[src/rtl/prog_sequencer_pkg.sv]
// Shared types and default sizing for the program run sequencer.
package prog_sequencer_pkg;

   typedef enum logic [1:0] {
      StIdle  = 2'b00,
      StClear = 2'b01,
      StRun   = 2'b10,
      StDone  = 2'b11
   } seq_state_e;

   localparam int unsigned DefaultCw        = 16;
   localparam int unsigned DefaultMaxCycles = 16'hFFFF;

endpackage

[src/rtl/prog_sequencer_run_counter.sv]
// Saturation-free up-counter with synchronous clear (priority over enable).
module prog_sequencer_run_counter #(
   parameter int unsigned CW = 16
) (
   input  logic          clk_i,
   input  logic          rst_ni,
   input  logic          clr_i,
   input  logic          en_i,
   output logic [CW-1:0] count_o
);

   logic [CW-1:0] count_d, count_q;

   always_comb begin
      count_d = count_q;
      if (clr_i) begin
         count_d = '0;
      end else if (en_i) begin
         count_d = count_q + CW'(1);
      end
   end

   always_ff @(posedge clk_i or negedge rst_ni) begin
      if (!rst_ni) begin
         count_q <= '0;
      end else begin
         count_q <= count_d;
      end
   end

   assign count_o = count_q;

endmodule

[src/rtl/prog_sequencer.sv]
// Run controller for the PC: start/clear/run/done sequencing with a cycle-budget watchdog.
module prog_sequencer
   import prog_sequencer_pkg::*;
#(
   parameter int unsigned CW         = DefaultCw,
   parameter int unsigned MAX_CYCLES = DefaultMaxCycles
) (
   input  logic          Clk,
   input  logic          Reset,
   input  logic          Start,
   input  logic          Halt,
   input  logic          Stall,
   input  logic          BranchReq,
   input  logic          Taken,
   output logic          PcReset,
   output logic          PcEn,
   output logic          BranchEn,
   output logic          Busy,
   output logic          Done,
   output logic          Timeout,
   output logic [CW-1:0] CycleCount,
   output logic [CW-1:0] InstrCount
);

   seq_state_e state_d, state_q;
   logic       pc_reset_q, busy_q, done_q, timeout_d, timeout_q;
   logic       in_run, retire, halt_now, wdog_hit, cnt_clr;

   always_comb begin
      in_run   = (state_q == StRun);
      retire   = in_run && !Stall;
      halt_now = retire && Halt;
      wdog_hit = in_run && (CycleCount == CW'(MAX_CYCLES - 1));
      // Counters read zero for the whole CLEAR cycle, so clear on entry.
      cnt_clr  = (state_d == StClear);

      state_d = state_q;
      unique case (state_q)
         StIdle:  if (Start) state_d = StClear;
         StClear: state_d = StRun;
         StRun:   if (halt_now || wdog_hit) state_d = StDone;
         StDone:  if (Start) state_d = StClear;
         default: state_d = StIdle;
      endcase

      // Halt beats the watchdog when both land in the same cycle.
      timeout_d = (state_d == StDone) && (in_run ? !halt_now : timeout_q);
   end

   always_ff @(posedge Clk or negedge Reset) begin
      if (!Reset) begin
         state_q    <= StIdle;
         pc_reset_q <= 1'b0;
         busy_q     <= 1'b0;
         done_q     <= 1'b0;
         timeout_q  <= 1'b0;
      end else begin
         state_q    <= state_d;
         pc_reset_q <= (state_d == StClear);
         busy_q     <= (state_d == StClear) || (state_d == StRun);
         done_q     <= (state_d == StDone);
         timeout_q  <= timeout_d;
      end
   end

   // A halt holds the PC on its own address; a stall suppresses everything.
   assign PcEn     = in_run && !Stall && !Halt;
   assign BranchEn = PcEn && BranchReq && Taken;
   assign PcReset  = pc_reset_q;
   assign Busy     = busy_q;
   assign Done     = done_q;
   assign Timeout  = timeout_q;

   prog_sequencer_run_counter #(
      .CW(CW)
   ) u_cycle_cnt (
      .clk_i  (Clk),
      .rst_ni (Reset),
      .clr_i  (cnt_clr),
      .en_i   (in_run),
      .count_o(CycleCount)
   );

   prog_sequencer_run_counter #(
      .CW(CW)
   ) u_instr_cnt (
      .clk_i  (Clk),
      .rst_ni (Reset),
      .clr_i  (cnt_clr),
      .en_i   (retire),
      .count_o(InstrCount)
   );

endmodule

[config.mk]
export PLATFORM = sky130hd
export DESIGN_NAME = prog_sequencer
export DESIGN_NICKNAME = d
export VERILOG_FILES = /design/src/rtl/prog_sequencer_pkg.sv /design/src/rtl/prog_sequencer_run_counter.sv /design/src/rtl/prog_sequencer.sv
export SDC_FILE = /design/constraint.sdc
export NUM_CORES = 1
export LEC_CHECK = 0
export BUFFER_PORTS_ARGS = -buffer_cell sky130_fd_sc_hd__clkbuf_2
export CAP_MARGIN = 20
export CELL_PAD_IN_SITES_DETAIL_PLACEMENT = 1
export CELL_PAD_IN_SITES_GLOBAL_PLACEMENT = 2
export CORE_ASPECT_RATIO = 0.6
export CORE_MARGIN = 2
export CORE_UTILIZATION = 37
export CTS_BUF_LIST = sky130_fd_sc_hd__clkbuf_8
export DETAILED_ROUTE_END_ITERATION = 8
export PLACE_DENSITY_LB_ADDON = 0.1
export SYNTH_ARGS = -nofsm -noshare
export SYNTH_HDL_FRONTEND = slang
export SYNTH_SLANG_ARGS = --single-unit
[constraint.sdc]
create_clock -name Clk -period 5 [get_ports Clk]
set_clock_uncertainty 0.15 [all_clocks]
set_input_delay 0.25 -clock Clk [delete_from_list [all_inputs] [get_ports Clk]]
set_output_delay 0.25 -clock Clk [all_outputs]
set_load 0.02 [all_outputs]
Yosys cells after proc, flatten, opt, wreduce, memory -nomap -nowiden --
Cells that the tools add are included.
Storage, ports and cells: register bits 38, bits of input ports 7
Operators by class: add/subtract/negate cells 2, equal/unequal tests 7, muxes and demuxes 8, reductions and logical operators 16
Operator list (number):
- $mux 16 | 4
- $add 16x1->16 const B | 2
- $eq 16x16->1 const B | 1
- $eq 2x2->1 const B | 4
- $logic_and 1x1->1 | 7
- $pmux 2 s3 | 1
- $eq 2x1->1 const B | 2
- $mux 2 | 2
- $reduce_bool 2->1 | 2
- $logic_not 1->1 | 3
- $logic_not 2->1 | 1
- $logic_or 1x1->1 | 2
- $reduce_or 2->1 | 1
- $mux 1 | 1

Depth between registers and ports, before layout --
Gate-level depths: netlist of the first run.
word-level depth 8, mapped depth 12, depth with buffers taken out 11

Cells and area by module --
Synthesis of the first run repeated with hierarchy kept, for this count alone.
Unflattened totals: cell total of the unflattened synthesis 194, area total of the unflattened synthesis 2067.0 µm²
Modules (own cells, without submodules):
- prog_sequencer_run_counter | instances 2, cells an instance 82, area each 872.1 µm², sequential area each 400.4 µm²
- prog_sequencer | instances 1, cells an instance 30, area each 322.8 µm², sequential area each 150.1 µm²

Worst setup path after synthesis of the first run --
No wires, ideal clock.
path kind register to register, start register state_q[0], end register u_cycle_cnt.count_q[13] (netlist: u_cycle_cnt.count_o[13]), library setup time 0.078 ns, arrival time 2.621 ns, data required time 4.772 ns, setup slack 2.151 ns, stages on the path, launching flop included 13, period minus slack after synthesis 2.849 ns, cell sequence dfrtp_1 inv_1 ha_1 nor2b_1 clkbuf_1 a221oi_1 o21a_1 nor3_1 ha_1 o211ai_2 or2_0 or4_1 a21oi_1
Between the ends: longest elaborated chain between the ends 8
Ends and longest elaborated chain:
- from (decl) | RTL line prog_sequencer.sv:25 | seq_state_e state_d, state_q;
- from (signal assigned) | RTL line prog_sequencer.sv:52 | state_q <= StIdle;
- from (signal assigned) | RTL line prog_sequencer.sv:58 | state_q <= state_d;
- $eq 2x2->1 | RTL line prog_sequencer.sv:30, prog_sequencer.sv:38
- $logic_and 1x1->1 | RTL line prog_sequencer.sv:31 | retire = in_run && !Stall;
- $logic_and 1x1->1 | RTL line prog_sequencer.sv:32 | halt_now = retire && Halt;
- $logic_or 1x1->1 | RTL line prog_sequencer.sv:41 | StRun: if (halt_now || wdog_hit) state_d = StDone;
- $mux 2 | RTL line prog_sequencer.sv:41
- $pmux 2 s3 * | RTL line prog_sequencer.sv:38 | unique case (state_q)
- via state_d[0] | RTL line prog_sequencer.sv:25
- $eq 2x1->1 * | RTL line prog_sequencer.sv:35 | cnt_clr = (state_d == StClear);
- via cnt_clr | RTL line prog_sequencer.sv:27 | logic in_run, retire, halt_now, wdog_hit, cnt_clr;
- $mux 16 or $reduce_bool 2->1 (tied branches)
- to (signal assigned) | RTL line prog_sequencer_run_counter.sv:27 | count_q <= count_d;
- to (decl) | RTL line prog_sequencer_run_counter.sv:12 | logic [CW-1:0] count_d, count_q;
Mark *: on every way through the listed nets, which the timed path passes. The rest lies on a longest branch. A chain may end at the register's enable or synchronous reset.

Worst setup path in the final report of the first run --
start register state_q[0], end register u_cycle_cnt.count_q[11] (netlist: u_cycle_cnt.count_o[11])
Same word-level chain as after synthesis.

==> results.py, run 1 <==
metrics = {
    "synthesis": {
        "post-synth-top-area-cell": "sky130_fd_sc_hd__dfrtp_1",
        "post_synth_and_or_nand_nor_area_fraction": 0.243,
        "synth.net_count": 216,
        "syn_avg_cell_area_sq_um": 9.86,
        "synth_xor_area_frac": 0.0840,
        "yosys_most_used_dff": "sky130_fd_sc_hd__dfrtp_1",
        "number_of_enable_type_register_cells_in_the_synthesized_netlist": 0,
        "synth_mux_area_frac": 0.0164,
        "synth_sequential_area_ratio": 0.480,
        "ys_types": 41,
        "asyncSetResetFlopFracSynth": 1.00,
        "post_synth_fa_ha_maj_area_fraction": 0.0505,
        "syn-instance-count": 201,
        "syn_area_sq_mm": 0.00198,
        "yosys_register_bits": 38,
        "largest_family_of_logic_cells_by_synthesized_area": "simple AND/OR/NAND/NOR gates",
        "synth_top_cells_by_area": "sky130_fd_sc_hd__dfrtp_1 48%, sky130_fd_sc_hd__nor2_1 5.7%, sky130_fd_sc_hd__ha_1 5.1%, sky130_fd_sc_hd__xnor2_1 4.4%, sky130_fd_sc_hd__xor2_1 4.0%",
        "yosys.area.top_type_share": 0.480,
        "synth_compound_gate_area_share": 0.0960,
        "ys.warnings.count": 0,
    },
    "setup_path": {
        "path_cells": "inv_1 > ha_1 > nor2b_1 > a221oi_1 > o21a_1 > nor3_1 > ha_1 > nor2_1 > nor2b_1 > nor2_1 > a31o_2",
        "worst_r2r_startpoint": "state_q[0]",
        "critical_path.startpoint_type": "flip-flop",
        "endpoint_kind": "flip-flop",
        "timing.reg2reg.setup_slack_ns": 1.11,
        "worst-path-buf-inv": 1,
        "worst_path_dominant_cell_family": "simple AND/OR/NAND/NOR gates",
        "slowest_stage": "sky130_fd_sc_hd__nor2b_1",
        "r2r.worst_path.cells": 11,
        "r2r_end": "u_cycle_cnt.count_o[11]",
        "timing.critical_path.fanout_max": 12,
        "timing.critical_path.arrival_ns": 3.92,
        "cp_slowest_stage_delay_ns": 0.71,
        "crit_type": "flip-flop to flip-flop",
        "critical_path_required_ns": 5.04,
    },
    "floorplanning": {
        "fp.dieH_um": 60.7,
        "floorplan.initialDensity": 0.388,
        "fp.dieArea_sq_mm": 0.00598,
        "die_width_um": 98.5,
        "ios": 45,
        "coreArea_sq_mm": 0.00510,
        "rows": 20,
    },
    "global_routing": {
        "grt_pass1_vias": 1574,
        "grt_overflow": 0,
        "grt_pass1_wl_um": 8580,
        "grt_start_max_net_pins": 39,
        "grt_antenna_before_repair": 0,
        "grt_util_all_layers": 0.188,
    },
    "layout": {
        "layout.filler_cells": 611,
        "post_route_cells_drive_above_1_share": 0.248,
        "layout.core_utilization": 0.466,
        "diodes": 0,
        "final_common_cell": "sky130_fd_sc_hd__clkbuf_2",
        "syn2layout_area_growth_pct": 20.0,
        "layout.cells.most_common_list": "44 x sky130_fd_sc_hd__clkbuf_2, 38 x sky130_fd_sc_hd__dfrtp_1, 30 x sky130_fd_sc_hd__nor2_1, 11 x sky130_fd_sc_hd__nand2_1",
        "num-nets-final": 265,
    },
    "sta": {
        "post-route-min-period_ns": 3.89,
        "maxSlewHeadroom": 0.430,
        "finalCritPeriodShare": 0.777,
        "final_report_max_slew_violation_count": 0,
        "finalHoldViolations": 0,
        "final_critical_path_setup_slack_ns": 1.11,
        "timing.final.setup_violations": 0,
        "worst-slew-pin-transition_ns": 0.854,
        "fin_tns_setup_ns": 0,
        "unrepaired_setup_endpoints_after_global_routing": "false",
        "max_freq_mhz": 257,
    },
    "worst_hold_path": {
        "worstHoldEndpoint": "Timeout",
        "worstHoldPathCells": 2,
        "worstHoldStart": "Halt",
        "hp-class": "input port to flip-flop",
    },
    "clocking": {
        "cts-hold-fix-buffers": 1,
        "tritoncts_num_sinks": 38,
        "clock_latency_ns": 0.29,
        "clock_path_buffers": 2,
        "clkTransAtPathRegs_ns": 0.08,
        "cts.repair_timing.setup_buffer_count": 0,
        "cts-root-buf": "sky130_fd_sc_hd__clkbuf_8",
        "clock_tree.htree_level_count": 2,
        "cts_tree": "done",
        "cts_made_buffers": 5,
        "cts_resized": 0,
    },
    "pwr": {
        "cellInternalPower_mw": 0.609,
        "clock_power_share": 0.188,
        "power_switching_share": 0.435,
        "pwr_density_cell_mw_per_mm2": 453,
        "power.switching_mw": 0.468,
        "static-leakage-power_nw": 1.15,
        "comb_power_share": 0.410,
        "share_seq_of_total_power": 0.402,
        "power.ir.vdd_worst_mv": 0.204,
    },
    "drt": {
        "routed_wirelength_um": 5150,
        "via_per_inst": 5.21,
        "drt_first_pass_iters": 4,
        "dr.first_iter.drc_count": 58,
        "drc_errors": 0,
        "wire_per_inst_um": 16.3,
        "total_number_of_vias": 1646,
        "drt.antenna.violating_nets": 0,
    },
    "placement": {
        "gpl.final_weighted_congestion": 0.730,
        "io_buffers": 44,
        "half_perimeter_wire_length_after_detailed_placement_um": 3780,
        "pre_cts_slack_ns": 1.16,
    },
    "flow_run": {
        "cap_violations": 0,
    },
    "outcome": {
        "status": "complete, no violations",
    },
}
cell usage after synthesis, types with 2 or more instances:
cell type and instances:
sky130_fd_sc_hd__nor3_1 5, sky130_fd_sc_hd__and3_1 4, sky130_fd_sc_hd__clkbuf_1 4, sky130_fd_sc_hd__mux2_2 2, sky130_fd_sc_hd__nor4_1 3, sky130_fd_sc_hd__nor2_1 30
sky130_fd_sc_hd__o31ai_1 2, sky130_fd_sc_hd__nor2b_1 4, sky130_fd_sc_hd__nand4_1 8, sky130_fd_sc_hd__a31o_2 2, sky130_fd_sc_hd__xor2_1 9, sky130_fd_sc_hd__or3_1 3
sky130_fd_sc_hd__nand3_1 10, sky130_fd_sc_hd__xnor2_1 10, sky130_fd_sc_hd__o21a_1 3, sky130_fd_sc_hd__a21oi_1 6, sky130_fd_sc_hd__o21ai_0 8, sky130_fd_sc_hd__ha_1 8
sky130_fd_sc_hd__nand2_1 11, sky130_fd_sc_hd__or4_1 2, sky130_fd_sc_hd__inv_1 10, sky130_fd_sc_hd__dfrtp_1 38
power groups by stage:
stage | clock [mW] | combinational, mW | sequential, mW
6_report | 0.203 | 0.441 | 0.433
5_1_grt | 0.223 | 0.500 | 0.445
4_1_cts | 0.211 | 0.447 | 0.432
3_5_place_dp | 0 | 0.436 | 0.437
3_3_place_gp | 0 | 0.428 | 0.435
2_1_floorplan | 0 | 0.252 | 0.476
layer usage:
metal,vias up,GRT usage,wire [um]
met1,801,0.310,2960
met3,5,0.0438,200
met2,36,0.237,1950
met5,-,0,0
met4,0,0.0528,40
li1,804,-,-
cells by family after synthesis:
logic type | after synthesis
AND/OR/NAND/NOR | 90
flip-flops | 38
AO/OA/AOI/OAI | 28
XOR/XNOR | 19
buffers and inverters | 15
adder cells (fa/ha/maj) | 8
multiplexers | 3
stage by stage:
step	total power, mW	hold slack (ns)	instance area (sq um)	std cells
after floorplan	0.728	-0.196	1980	201
after global placement	0.863	0.321	2270	307
final	1.08	0.0535	2380	316
after global routing	1.17	0.0587	2380	316
after CTS	1.09	0.0469	2360	315
after detailed placement	0.873	0.313	2270	307
how the worst max path moves through the flow:
stage,from,endpoint,slack (ns),cells past startpoint
2_1_floorplan,state_q[0],u_cycle_cnt.count_o[13],2.15,12
3_3_place_gp,state_q[0],u_cycle_cnt.count_o[11],1.33,11
3_5_place_dp,state_q[0],u_cycle_cnt.count_o[11],1.16,11
4_1_cts,state_q[0],u_cycle_cnt.count_o[11],1.08,11
5_1_grt,state_q[0],u_cycle_cnt.count_o[11],0.76,11
6_report,state_q[0],u_cycle_cnt.count_o[11],1.11,11
state kept, by name, indices dropped and copies added, names as in the netlist:
register             count
Timeout                  1
state_q                  2
u_instr_cnt.count_o     16
Done                     1
PcReset                  1
Busy                     1
u_cycle_cnt.count_o     16
final cells by class:
class                   instances  area, sq um  area share
clock buffers                   5         68.8      0.0289
clock inverters                 2         10.0     0.00421
inverters                      10         37.5      0.0158
multi-input cells             148          971       0.408
flip-flops and latches         38          951       0.400
well taps                      66         82.6      0.0347
repair buffers                 47          258       0.108
Note: power is estimated with default switching activity, not from simulation.
==> run 2, diff against run 1 <==
--- a/config.mk
+++ b/config.mk
@@ -11,7 +11,7 @@
 export CELL_PAD_IN_SITES_GLOBAL_PLACEMENT = 2
 export CORE_ASPECT_RATIO = 0.6
 export CORE_MARGIN = 2
-export CORE_UTILIZATION = 37
+export CORE_UTILIZATION = 34
 export CTS_BUF_LIST = sky130_fd_sc_hd__clkbuf_8
 export DETAILED_ROUTE_END_ITERATION = 8
 export PLACE_DENSITY_LB_ADDON = 0.1
==> constraint.sdc (replaced) <==
create_clock -name Clk -period 4 [get_ports Clk]
set_clock_uncertainty 0.15 [all_clocks]
set_input_delay 0.2 -clock Clk [delete_from_list [all_inputs] [get_ports Clk]]
set_output_delay 0.2 -clock Clk [all_outputs]
set_load 0.02 [all_outputs]
==> run 2 against run 1 <==
- clock power up 54%
- sequential power up 25%
- sequential share of layout area down 1.3 points
- via count down 0.12%
- count of clock-buffer cells in the layout up 3
- total power up 32%
- register-to-register slack worse by 0.50 ns
- final area up 3.4%
- highest routed layer unchanged
==> results.py, run 2 (synthesis gave the netlist of run 1 again) <==
metrics = {
    "outcome": {
        "status": "complete, no violations",
    },
    "setup_path": {
        "endpoint_kind": "flip-flop",
        "cp_slowest_stage_delay_ns": 0.42,
        "timing.critical_path.mode_cell": "sky130_fd_sc_hd__ha_1",
        "timing.critical_path.fanout_max": 11,
        "worst-path-buf-inv": 2,
        "crit_type": "flip-flop to flip-flop",
        "path_cells": "inv_1 > ha_1 > nor2b_1 > buf_4 > a221oi_1 > o21a_1 > nor3_1 > ha_1 > o211ai_2 > or2_0 > or4_1 > a21oi_1",
        "critical_path.startpoint_type": "flip-flop",
        "timing.critical_path.arrival_ns": 3.44,
        "slowest_stage": "sky130_fd_sc_hd__dfrtp_1",
        "worst_path_dominant_cell_family": "simple AND/OR/NAND/NOR gates",
        "critical_path_required_ns": 4.06,
    },
    "drt": {
        "dr.first_iter.drc_count": 66,
        "drt.antenna.violating_nets": 0,
        "wire_per_inst_um": 15.9,
        "via_per_inst": 4.92,
        "total_number_of_vias": 1644,
        "drt_first_pass_iters": 4,
        "routed_wirelength_um": 5310,
        "drc_errors": 0,
    },
    "sta": {
        "worst-slew-pin-transition_ns": 0.528,
        "max_freq_mhz": 296,
        "post-route-min-period_ns": 3.38,
        "unrepaired_setup_endpoints_after_global_routing": "false",
        "timing.final.setup_violations": 0,
        "final_report_max_slew_violation_count": 0,
        "finalHoldViolations": 0,
        "final_critical_path_setup_slack_ns": 0.617,
        "maxSlewHeadroom": 0.648,
        "finalCritPeriodShare": 0.846,
        "fin_tns_setup_ns": 0,
    },
    "clocking": {
        "clkTransAtPathRegs_ns": 0.08,
        "cts_tree": "done",
        "tritoncts_num_sinks": 38,
        "cts_made_buffers": 5,
        "clock_path_buffers": 2,
        "clock_latency_ns": 0.29,
        "cts-root-buf": "sky130_fd_sc_hd__clkbuf_8",
        "clock_tree.htree_level_count": 2,
    },
    "global_routing": {
        "grt_pass1_vias": 1629,
        "busiest_layer": "met1",
        "grt_util_all_layers": 0.175,
        "grt_use_met1": 0.297,
        "grt_util_met3": 0.0400,
        "grt_pass1_wl_um": 8700,
        "grt_antenna_before_repair": 0,
        "grt_start_max_net_pins": 39,
        "grt_overflow": 0,
        "gr-usage-met2": 0.217,
    },
    "layout": {
        "multi_input_comb_area_sq_um": 971,
        "post_route_cells_drive_above_1_share": 0.256,
        "final_design_area_no_fill_sq_mm": 0.00246,
        "layout.filler_cells": 676,
        "num-nets-final": 268,
        "sequential_cell_area_sq_um": 951,
        "layout.cells.most_common_list": "44 x sky130_fd_sc_hd__clkbuf_2, 38 x sky130_fd_sc_hd__dfrtp_1, 30 x sky130_fd_sc_hd__nor2_1, 11 x sky130_fd_sc_hd__nand2_1",
        "final_common_cell": "sky130_fd_sc_hd__clkbuf_2",
        "diodes": 0,
        "layout.core_utilization": 0.440,
        "syn2layout_area_growth_pct": 24.1,
    },
    "placement": {
        "half_perimeter_wire_length_after_detailed_placement_um": 3950,
        "pre_cts_slack_ns": 0.631,
        "placement.cell_area_sq_mm": 0.00230,
        "io_buffers": 44,
        "gpl.final_weighted_congestion": 0.752,
    },
    "pwr": {
        "share_seq_of_total_power": 0.383,
        "static-leakage-power_nw": 1.19,
        "power.ir.vdd_worst_mv": 0.244,
        "total_power_mw": 1.42,
        "clock_power_share": 0.220,
        "power_switching_share": 0.416,
        "power.switching_mw": 0.589,
        "cellInternalPower_mw": 0.829,
        "pwr_density_cell_mw_per_mm2": 577,
        "comb_power_share": 0.397,
    },
    "floorplanning": {
        "coreArea_sq_mm": 0.00560,
        "fp.dieArea_sq_mm": 0.00648,
        "floorplan.initialDensity": 0.354,
        "rows": 21,
        "die_width_um": 103,
        "ios": 45,
        "fp.dieH_um": 63.1,
    },
    "flow_run": {
        "cap_violations": 0,
    },
    "worst_hold_path": {
        "hp-class": "input port to flip-flop",
    },
}
==> run 2: cell count changes in the layout (fill, tap and decap cells not counted), sizes merged <==
cell and change:
clkbuf +3, clkinv -2, dlygate4sd3 +1, buf +2
==> run 2: layout make-up <==
type | instances | share of cell area
clock buffers | 8 | 0.0448
well taps | 80 | 0.0407
inverters | 10 | 0.0153
multi-input cells | 148 | 0.395
flip-flops and latches | 38 | 0.387
repair buffers | 50 | 0.118
==> run 2: worst min-delay path, cell delays in order <==
cell,delay (ns)
sky130_fd_sc_hd__clkbuf_2,0.11
sky130_fd_sc_hd__o21a_1,0.19
sky130_fd_sc_hd__inv_1,0.07
==> run 2: metrics by stage <==
step / hold slack, ns / instances
after CTS: 0.163 / 333
after detailed placement: 0.271 / 323
final: 0.168 / 334
after global routing: 0.204 / 334
after global placement: 0.266 / 323
after floorplan: -0.246 / 201
==> run 2: path summary, 6_finish.rpt <==
| check | start | endpoint | slack (ns) | cells after the start |
|---|---|---|---|---|
| min in group asynchronous | Reset | state_q[0] | 0.27 | 2 |
| max reg2reg | state_q[0] | u_cycle_cnt.count_o[13] | 0.62 | 12 |
| max in group asynchronous | Reset | u_cycle_cnt.count_o[0] | 2.94 | 3 |
| min reg2reg | u_cycle_cnt.count_o[15] | u_cycle_cnt.count_o[15] | 0.43 | 2 |
| min | Start | state_q[1] | 0.17 | 3 |
| max | state_q[0] | u_cycle_cnt.count_o[13] | 0.62 | 12 |
==> run 2: layer usage <==
metal  wire length (um)  part of all wire
met1               3060              0.58
met2               1940              0.37
met3                269             0.051
met4                 38            0.0072
met5                  0                 0
==> run 2: power groups by stage <==
stage	Combinational [mW]	Sequential [mW]	Clock, mW
6_report	0.563	0.543	0.312
5_1_grt	0.640	0.557	0.340
4_1_cts	0.569	0.543	0.322
3_5_place_dp	0.563	0.549	0
3_3_place_gp	0.552	0.547	0
2_1_floorplan	0.315	0.595	0
==> run 2: timing repair <==
| item | CTS | global route |
|---|---|---|
| resized for setup | 0 | 0 |
| setup buffers | 0 | 0 |
| hold buffers | 2 | 0 |
| hold endpoints to repair | 39 | 0 |
